==> src/rtl/stream_demux1to2.sv <==
// 1-to-2 stream demultiplexer: one valid/ready input steered to output a or b,
// each output buffered by its own FIFO so a stalled consumer never blocks the other side.
module stream_demux1to2 #(
  parameter int unsigned WIDTH = 8,
  parameter int unsigned DEPTH = 4,
  parameter int unsigned CNT_W = 16
) (
  input  logic             clk,
  input  logic             rst,
  input  logic             in_valid,
  input  logic [WIDTH-1:0] in_data,
  input  logic             in_sel,
  output logic             in_ready,
  output logic             a_valid,
  output logic [WIDTH-1:0] a_data,
  input  logic             a_ready,
  output logic             b_valid,
  output logic [WIDTH-1:0] b_data,
  input  logic             b_ready,
  output logic [CNT_W-1:0] a_count,
  output logic [CNT_W-1:0] b_count
);

  localparam int unsigned PtrW = $clog2(DEPTH);
  localparam logic [PtrW-1:0] PtrOne = PtrW'(1);
  localparam logic [PtrW:0]   OccOne = (PtrW + 1)'(1);
  localparam logic [PtrW:0]   OccFull = (PtrW + 1)'(DEPTH);
  localparam logic [CNT_W-1:0] CntOne = CNT_W'(1);

  logic [WIDTH-1:0] a_mem_q [DEPTH];
  logic [WIDTH-1:0] b_mem_q [DEPTH];
  logic [PtrW-1:0]  a_wr_q, a_wr_d, a_rd_q, a_rd_d;
  logic [PtrW-1:0]  b_wr_q, b_wr_d, b_rd_q, b_rd_d;
  logic [PtrW:0]    a_occ_q, a_occ_d, b_occ_q, b_occ_d;
  logic [CNT_W-1:0] a_cnt_q, a_cnt_d, b_cnt_q, b_cnt_d;

  logic a_full, b_full;
  logic a_push, b_push, a_pop, b_pop;

  assign a_full = (a_occ_q == OccFull);
  assign b_full = (b_occ_q == OccFull);

  // Ready depends only on the selected FIFO's fill state, never on the consumers' ready.
  assign in_ready = in_sel ? !a_full : !b_full;

  assign a_valid = (a_occ_q != '0);
  assign b_valid = (b_occ_q != '0);
  assign a_data  = a_mem_q[a_rd_q];
  assign b_data  = b_mem_q[b_rd_q];
  assign a_count = a_cnt_q;
  assign b_count = b_cnt_q;

  assign a_push = in_valid && in_ready && in_sel;
  assign b_push = in_valid && in_ready && !in_sel;
  assign a_pop  = a_valid && a_ready;
  assign b_pop  = b_valid && b_ready;

  always_comb begin
    a_wr_d  = a_wr_q;
    a_rd_d  = a_rd_q;
    a_occ_d = a_occ_q;
    a_cnt_d = a_cnt_q;
    if (a_push) begin
      a_wr_d  = a_wr_q + PtrOne;
      a_cnt_d = a_cnt_q + CntOne;
    end
    if (a_pop) begin
      a_rd_d = a_rd_q + PtrOne;
    end
    if (a_push && !a_pop) begin
      a_occ_d = a_occ_q + OccOne;
    end else if (!a_push && a_pop) begin
      a_occ_d = a_occ_q - OccOne;
    end
  end

  always_comb begin
    b_wr_d  = b_wr_q;
    b_rd_d  = b_rd_q;
    b_occ_d = b_occ_q;
    b_cnt_d = b_cnt_q;
    if (b_push) begin
      b_wr_d  = b_wr_q + PtrOne;
      b_cnt_d = b_cnt_q + CntOne;
    end
    if (b_pop) begin
      b_rd_d = b_rd_q + PtrOne;
    end
    if (b_push && !b_pop) begin
      b_occ_d = b_occ_q + OccOne;
    end else if (!b_push && b_pop) begin
      b_occ_d = b_occ_q - OccOne;
    end
  end

  always_ff @(posedge clk) begin
    if (rst) begin
      a_wr_q  <= '0;
      a_rd_q  <= '0;
      a_occ_q <= '0;
      a_cnt_q <= '0;
      b_wr_q  <= '0;
      b_rd_q  <= '0;
      b_occ_q <= '0;
      b_cnt_q <= '0;
      // Storage is cleared so the data outputs read zero after reset.
      for (int unsigned i = 0; i < DEPTH; i++) begin
        a_mem_q[i] <= '0;
        b_mem_q[i] <= '0;
      end
    end else begin
      a_wr_q  <= a_wr_d;
      a_rd_q  <= a_rd_d;
      a_occ_q <= a_occ_d;
      a_cnt_q <= a_cnt_d;
      b_wr_q  <= b_wr_d;
      b_rd_q  <= b_rd_d;
      b_occ_q <= b_occ_d;
      b_cnt_q <= b_cnt_d;
      if (a_push) begin
        a_mem_q[a_wr_q] <= in_data;
      end
      if (b_push) begin
        b_mem_q[b_wr_q] <= in_data;
      end
    end
  end

endmodule

==> config.mk <==
export PLATFORM = sky130hd
export DESIGN_NAME = stream_demux1to2
export DESIGN_NICKNAME = d
export VERILOG_FILES = /design/src/rtl/stream_demux1to2.sv
export SDC_FILE = /design/constraint.sdc
export NUM_CORES = 1
export LEC_CHECK = 0
export CORE_MARGIN = 5
export CORE_UTILIZATION = 30
export DETAILED_ROUTE_END_ITERATION = 7
export PLACE_DENSITY_LB_ADDON = 0.15
export SLEW_MARGIN = 20
export SYNTH_ARGS = -nofsm -noshare
export SYNTH_HDL_FRONTEND = slang
export SYNTH_SLANG_ARGS = --single-unit
==> constraint.sdc <==
create_clock -name clk -period 7.79 [get_ports clk]
set_clock_uncertainty 0.15 [all_clocks]
set_input_delay 1.9475 -clock clk [delete_from_list [all_inputs] [get_ports clk]]
set_output_delay 1.9475 -clock clk [all_outputs]
set_load 0.02 [all_outputs]
* After elaboration in Yosys (flattened, before gate mapping)
Memories as Yosys holds them, arrays and structs flattened. A register that Yosys moved wholly into a read port is not among the register bits. Index checks and enable logic that the tools add are counted.
Storage, ports and cells: flip-flop bits (word level) 46, RAM bits 64, input bits 14, output and inout port bits 51, word-level logic and storage cells 67, memories kept 2
Memory list:
- a_mem_q | words 4, bits a word 8, rd ports 1, clocked after Yosys merged registers in 1, wr ports 4, line 30 | logic [WIDTH-1:0] a_mem_q [DEPTH];
- b_mem_q | words 4, bits a word 8, rd ports 1, clocked after Yosys merged registers in 1, wr ports 4, line 31 | logic [WIDTH-1:0] b_mem_q [DEPTH];
Cells by class: add/subtract/negate cells 10, equality and inequality tests 2, multiplexer cells 23, reduce and logical (&&, ||, !) cells 22
Operator list (number):
- adder 16 x 1 -> 16 bit, second input constant | 2
- 2-to-1 mux 8 bit | 2
- OR reduction 8 bit | 2
- 2-to-1 mux 2 bit | 6
- 2-to-1 mux 3 bit | 4
- 2-to-1 mux 1 bit | 11
- logical AND 1 bit | 9
- adder 2 x 1 -> 2 bit, second input constant | 4
- logical NOT 1 bit | 7
- adder 3 x 1 -> 3 bit, second input constant | 2
- equality test 3 bit, second input constant | 2
- nonzero test 3 bit | 2
- subtractor 3 x 1 -> 3 bit, second input constant | 2
- nonzero test 2 bit | 2

* Longest topological paths before layout
depth in word-level cells 10, mapped depth 9, mapped depth without buffers 8

* Worst setup path before layout
No wires, ideal clock.
kind input to output, start point input in_sel, end point output in_ready, arrival time 2.467 ns, data required time 5.693 ns, path slack 3.226 ns, stages 3, path buffers 1, cell sequence buf_4 nor2_1 a21oi_1
Between the ends: word-level cells in the longest chain between the ends 1
RTL lines:
- start, declared | line 12 | input logic in_sel,
- 2-to-1 mux 1 bit | line 44 | assign in_ready = in_sel ? !a_full : !b_full;
- end, declared | line 13 | output logic in_ready,
No other way between the ends.

* Final worst setup path
Same ends and word-level chain as after synthesis.

==> key figures <==
Floorplanning
  – Ports placed on the boundary: 65
  – Starting density of the core: a little under a third
  – Die Wd: 139.5 µm
  – Die Y: 139.5 µm
  – Std-Cell Core Area: ~0.017 mm²
  – Die footprint: 0.01946 mm²
  – Row count: 47

Routing
  – Iteration count of the initial detailed-routing pass: 7
  – Number of vias after detailed routing: 3438
  – Initial drt markers: roughly 200
  – DR vias/cell: between 4 and 5
  – Total detailed-routing wirelength: 11.64 mm
  – DRC violation count after routing: 0
  – Mean routed wirelength per cell: 15.96 µm
  – Final antenna-violating net count: 0

Power and ir drop
  – Total Power: 0.001826 W
  – Worst IR Drop VDD: between 0.1 and 0.15 mV
  – Fraction of power consumed by combinational cells: 19.7%
  – Reg power frac: 41.1%
  – Net switching power: 0.0004861 W
  – Static leakage power: 2.329 nW
  – Clock Power Share: 39.2%
  – Switch share: roughly a quarter
  – Pwr Density: 283.4 mW/mm²
  – Internal power contribution: 0.001340 W

STA
  – Count of endpoints failing hold in the final timing report: 0
  – Actual slew at the worst max-slew pin: 0.9180 ns
  – Final setup violation count: 0
  – Upper clock frequency limit: 179.2 MHz
  – Count of final max-slew check failures: 0
  – Share of the clock period used by the worst path after layout: 71.64%
  – Minimum clock period: 5.581 ns
  – Sum of negative setup slack: 0 ns
  – Relative max-transition margin: 38.43%
  – Unrepaired setup endpoints after global routing: false

Synthesis
  – Synth Register Bits: between 100 and 150
  – Mapped Avg Cell Area: 11.76 µm²
  – Top cells by area in the synthesized netlist: sky130_fd_sc_hd__edfxtp_1 38%, sky130_fd_sc_hd__dfxtp_1 20%, sky130_fd_sc_hd__mux4_2 7.2%
  – Number of enable flip-flop cells after synthesis: 64
  – Cell Area, Synth: 0.005032 mm²
  – Synth Warn #: 0
  – Seq/Total Area, Yosys: 58.08%
  – Cells after synthesis: 428
  – Post-synthesis share of cell area spent on and, or, nand and nor gates: 20.36%
  – Main combinational cell family by area after synthesis: simple AND/OR/NAND/NOR gates
  – Multiplexer fraction of the synthesized cell area: about 7.6%
  – Post-synthesis compound-gate area fraction: 4.774%
  – Adder-Cell Fraction of Synth Area: 1.790%
  – XOR/XNOR Fraction of Synth Area: under 10%
  – Main flop type after synthesis: sky130_fd_sc_hd__edfxtp_1
  – Number of nets produced by synthesis: 448
  – Synth async-reset ratio: 0%
  – Count of cell types in the netlist: 37
  – Biggest area consumer among synthesized cells: sky130_fd_sc_hd__edfxtp_1
  – Area share of the largest cell type after synthesis: a little under two fifths

Layout
  – Fraction of layout cells with a size suffix above 1: 10.81%
  – Finished Core Util: 38.99%
  – NumNets Final: 516
  – Antenna fix cells: 0
  – Synth-to-layout area growth: 28.02%

Place
  – Number of buffers added on ports: 64
  – HPWL after detailed placement: roughly 7.8 mm
  – RePlAce Congestion: between 0.7 and 0.8

Worst hold path
  – Class of the tightest hold or removal check: flop to flop
  – Capture endpoint of the worst hold path: b_count[15]$_SDFFE_PP0P_
  – Worst Min Path Start: b_count[15]$_SDFFE_PP0P_
  – Cell depth of the worst min-delay path: 2

Global routing
  – Global-route wire length before repair: 19.09 mm
  – Number of global-route vias before repair: 3482
  – Residual overflow from global routing: 0
  – Number of antenna violations at the first check in global routing: 0
  – Pin count of the biggest net entering global routing: 53
  – Total routing usage reported by global routing: 12.58%

Worst setup path
  – Reg2reg setup slack: 5.01 ns
  – Buffering stage count on the worst path with inverters included: 2
  – Register-to-Register Path Depth: 4
  – Maximum fanout along the worst path: 10
  – Gate family responsible for the most delay along the worst path: buffers and inverters
  – Worst path slowest cell: sky130_fd_sc_hd__clkdlybuf4s50_1
  – Kind of capture point of the worst setup path: output port
  – Kind of critical path: primary input to output port
  – Data arrival time at the worst-slack endpoint: 3.48 ns
  – Required time worst endpoint: 5.69 ns
  – Worst path max stage delay: 0.68 ns
  – Sort of element at the start of the critical path: primary input
  – Cell mode on critical path: sky130_fd_sc_hd__clkdlybuf4s50_1
  – Cell breakdown of the critical path: clkdlybuf4s50_1 -> nor2_1 -> a21oi_1 -> clkdlybuf4s50_1
  – Critical R2R Launch: a_occ_q[0]$_SDFFE_PP0P_
  – Endpoint of the most critical register-to-register path: a_mem_q[0][7]$_SDFFCE_PN0P_

Clocking
  – Setup fix buffers added after clock tree synthesis: 0
  – Latest clock arrival within the worst-skew pair: approximately 0.41 ns
  – Post_cts resized: 0
  – Clock tree buffer depth: 2
  – Num CTS Buffers: 17
  – Number of levels the H-tree was split into: 4
  – Post-cts hold buffer count: 0
  – Sink Count: 114
  – CTS clk-pin slew, worst paths: 0.05 ns
  – Clk root buf: sky130_fd_sc_hd__clkbuf_16
  – TritonCTS clock tree: built

Run status
  – Outcome: complete, no violations

Job
  – Max-cap violations: 0
registers in the layout, summed over array words and instances (netlist names), 3 cells and up, named ones only:
| register | cells |
|---|---|
| a_count | 16 |
| a_mem_q | 32 |
| a_occ_q | 3 |
| b_count | 16 |
| b_mem_q | 32 |
| b_occ_q | 3 |
worst min-delay path: cells and delay by family (launching register included):
kind	cells	cell delay [ns]
AO/OA/AOI/OAI	2	0.12
flip-flops	1	0.32
through the flow:
stage | hold slack [ns] | area (µm²) | setup WS (ns) | cells
final | 0.3365 | 6442 | 2.209 | 729
after global routing | 0.3671 | 6442 | 2.116 | 729
after CTS | 0.3352 | 6442 | 2.190 | 729
after detailed placement | 0.3240 | 5901 | 2.205 | 697
after global placement | 0.3206 | 5901 | 2.228 | 697
after floorplan | 0.3194 | 5032 | 3.226 | 428
worst max path at each step:
stage | from | endpoint | depth (start not counted)
2_1_floorplan | in_sel | in_ready | 3
3_3_place_gp | in_sel | in_ready | 4
3_5_place_dp | in_sel | in_ready | 4
4_1_cts | in_sel | in_ready | 4
5_1_grt | in_sel | in_ready | 4
6_report | in_sel | in_ready | 4
routing by layer:
layer  vias to the layer above  GRT usage [%]  wire, µm
li1                       1702              -         -
met1                      1653          17.08      5695
met2                        74          18.45      5152
met3                         9          5.009       682
met4                         0          4.016       106
met5                         -              0         0
synth_stat cells, types with 4 or more instances:
master                     count
sky130_fd_sc_hd__a21oi_1      20
sky130_fd_sc_hd__and2_1       25
sky130_fd_sc_hd__and3_1       19
sky130_fd_sc_hd__and4_1        5
sky130_fd_sc_hd__clkbuf_1     14
sky130_fd_sc_hd__dfxtp_1      50
sky130_fd_sc_hd__edfxtp_1     64
sky130_fd_sc_hd__ha_1          4
sky130_fd_sc_hd__inv_1        16
sky130_fd_sc_hd__mux4_2       16
sky130_fd_sc_hd__nand2_1      25
sky130_fd_sc_hd__nand3_1      17
sky130_fd_sc_hd__nand4_1       7
sky130_fd_sc_hd__nor2_1       49
sky130_fd_sc_hd__o21ai_0      10
sky130_fd_sc_hd__o31ai_1      12
sky130_fd_sc_hd__or3_1         8
sky130_fd_sc_hd__or4_1        11
sky130_fd_sc_hd__xnor2_1       8
sky130_fd_sc_hd__xor2_1       19
logic make-up (layout without fill, tap and decap cells):
group,after synthesis,count (layout)
multiplexers,18,18
AO/OA/AOI/OAI,42,42
XOR/XNOR,27,27
flip-flops,114,114
buffers and inverters,35,116
adder cells (fa/ha/maj),6,6
AND/OR/NAND/NOR,186,186
power groups by stage:
stage	logic (W)	registers [W]	clock network, W
6_report	0.000359	0.000751	0.000717
5_1_grt	0.000389	0.000765	0.000768
4_1_cts	0.000366	0.000754	0.000736
3_5_place_dp	0.000365	0.000766	0
3_3_place_gp	0.000362	0.000764	0
2_1_floorplan	0.000255	0.000728	0
placed cells by master (no fill, tap or decap), types with 16 or more instances in the layout:
cell,instances
sky130_fd_sc_hd__and3_1,19
sky130_fd_sc_hd__xor2_1,19
sky130_fd_sc_hd__mux4_2,16
sky130_fd_sc_hd__clkdlybuf4s50_1,63
sky130_fd_sc_hd__a21oi_1,20
sky130_fd_sc_hd__clkbuf_16,17
sky130_fd_sc_hd__nor2_1,49
sky130_fd_sc_hd__nand2_1,25
sky130_fd_sc_hd__nand3_1,17
sky130_fd_sc_hd__dfxtp_1,50
sky130_fd_sc_hd__edfxtp_1,64
sky130_fd_sc_hd__inv_1,16
sky130_fd_sc_hd__and2_1,25
area by class of cell:
type / count / area [µm²]
sequential: 114 / 2923
timing repair buffer: 68 / 665.6
inverter: 16 / 60.06
clock inverter: 8 / 90.09
clock buffer: 24 / 451.7
fill: 1595 / 10080
multi-input combinational: 279 / 1977
tap: 220 / 275.3
Power figures use the tool's default switching activity.
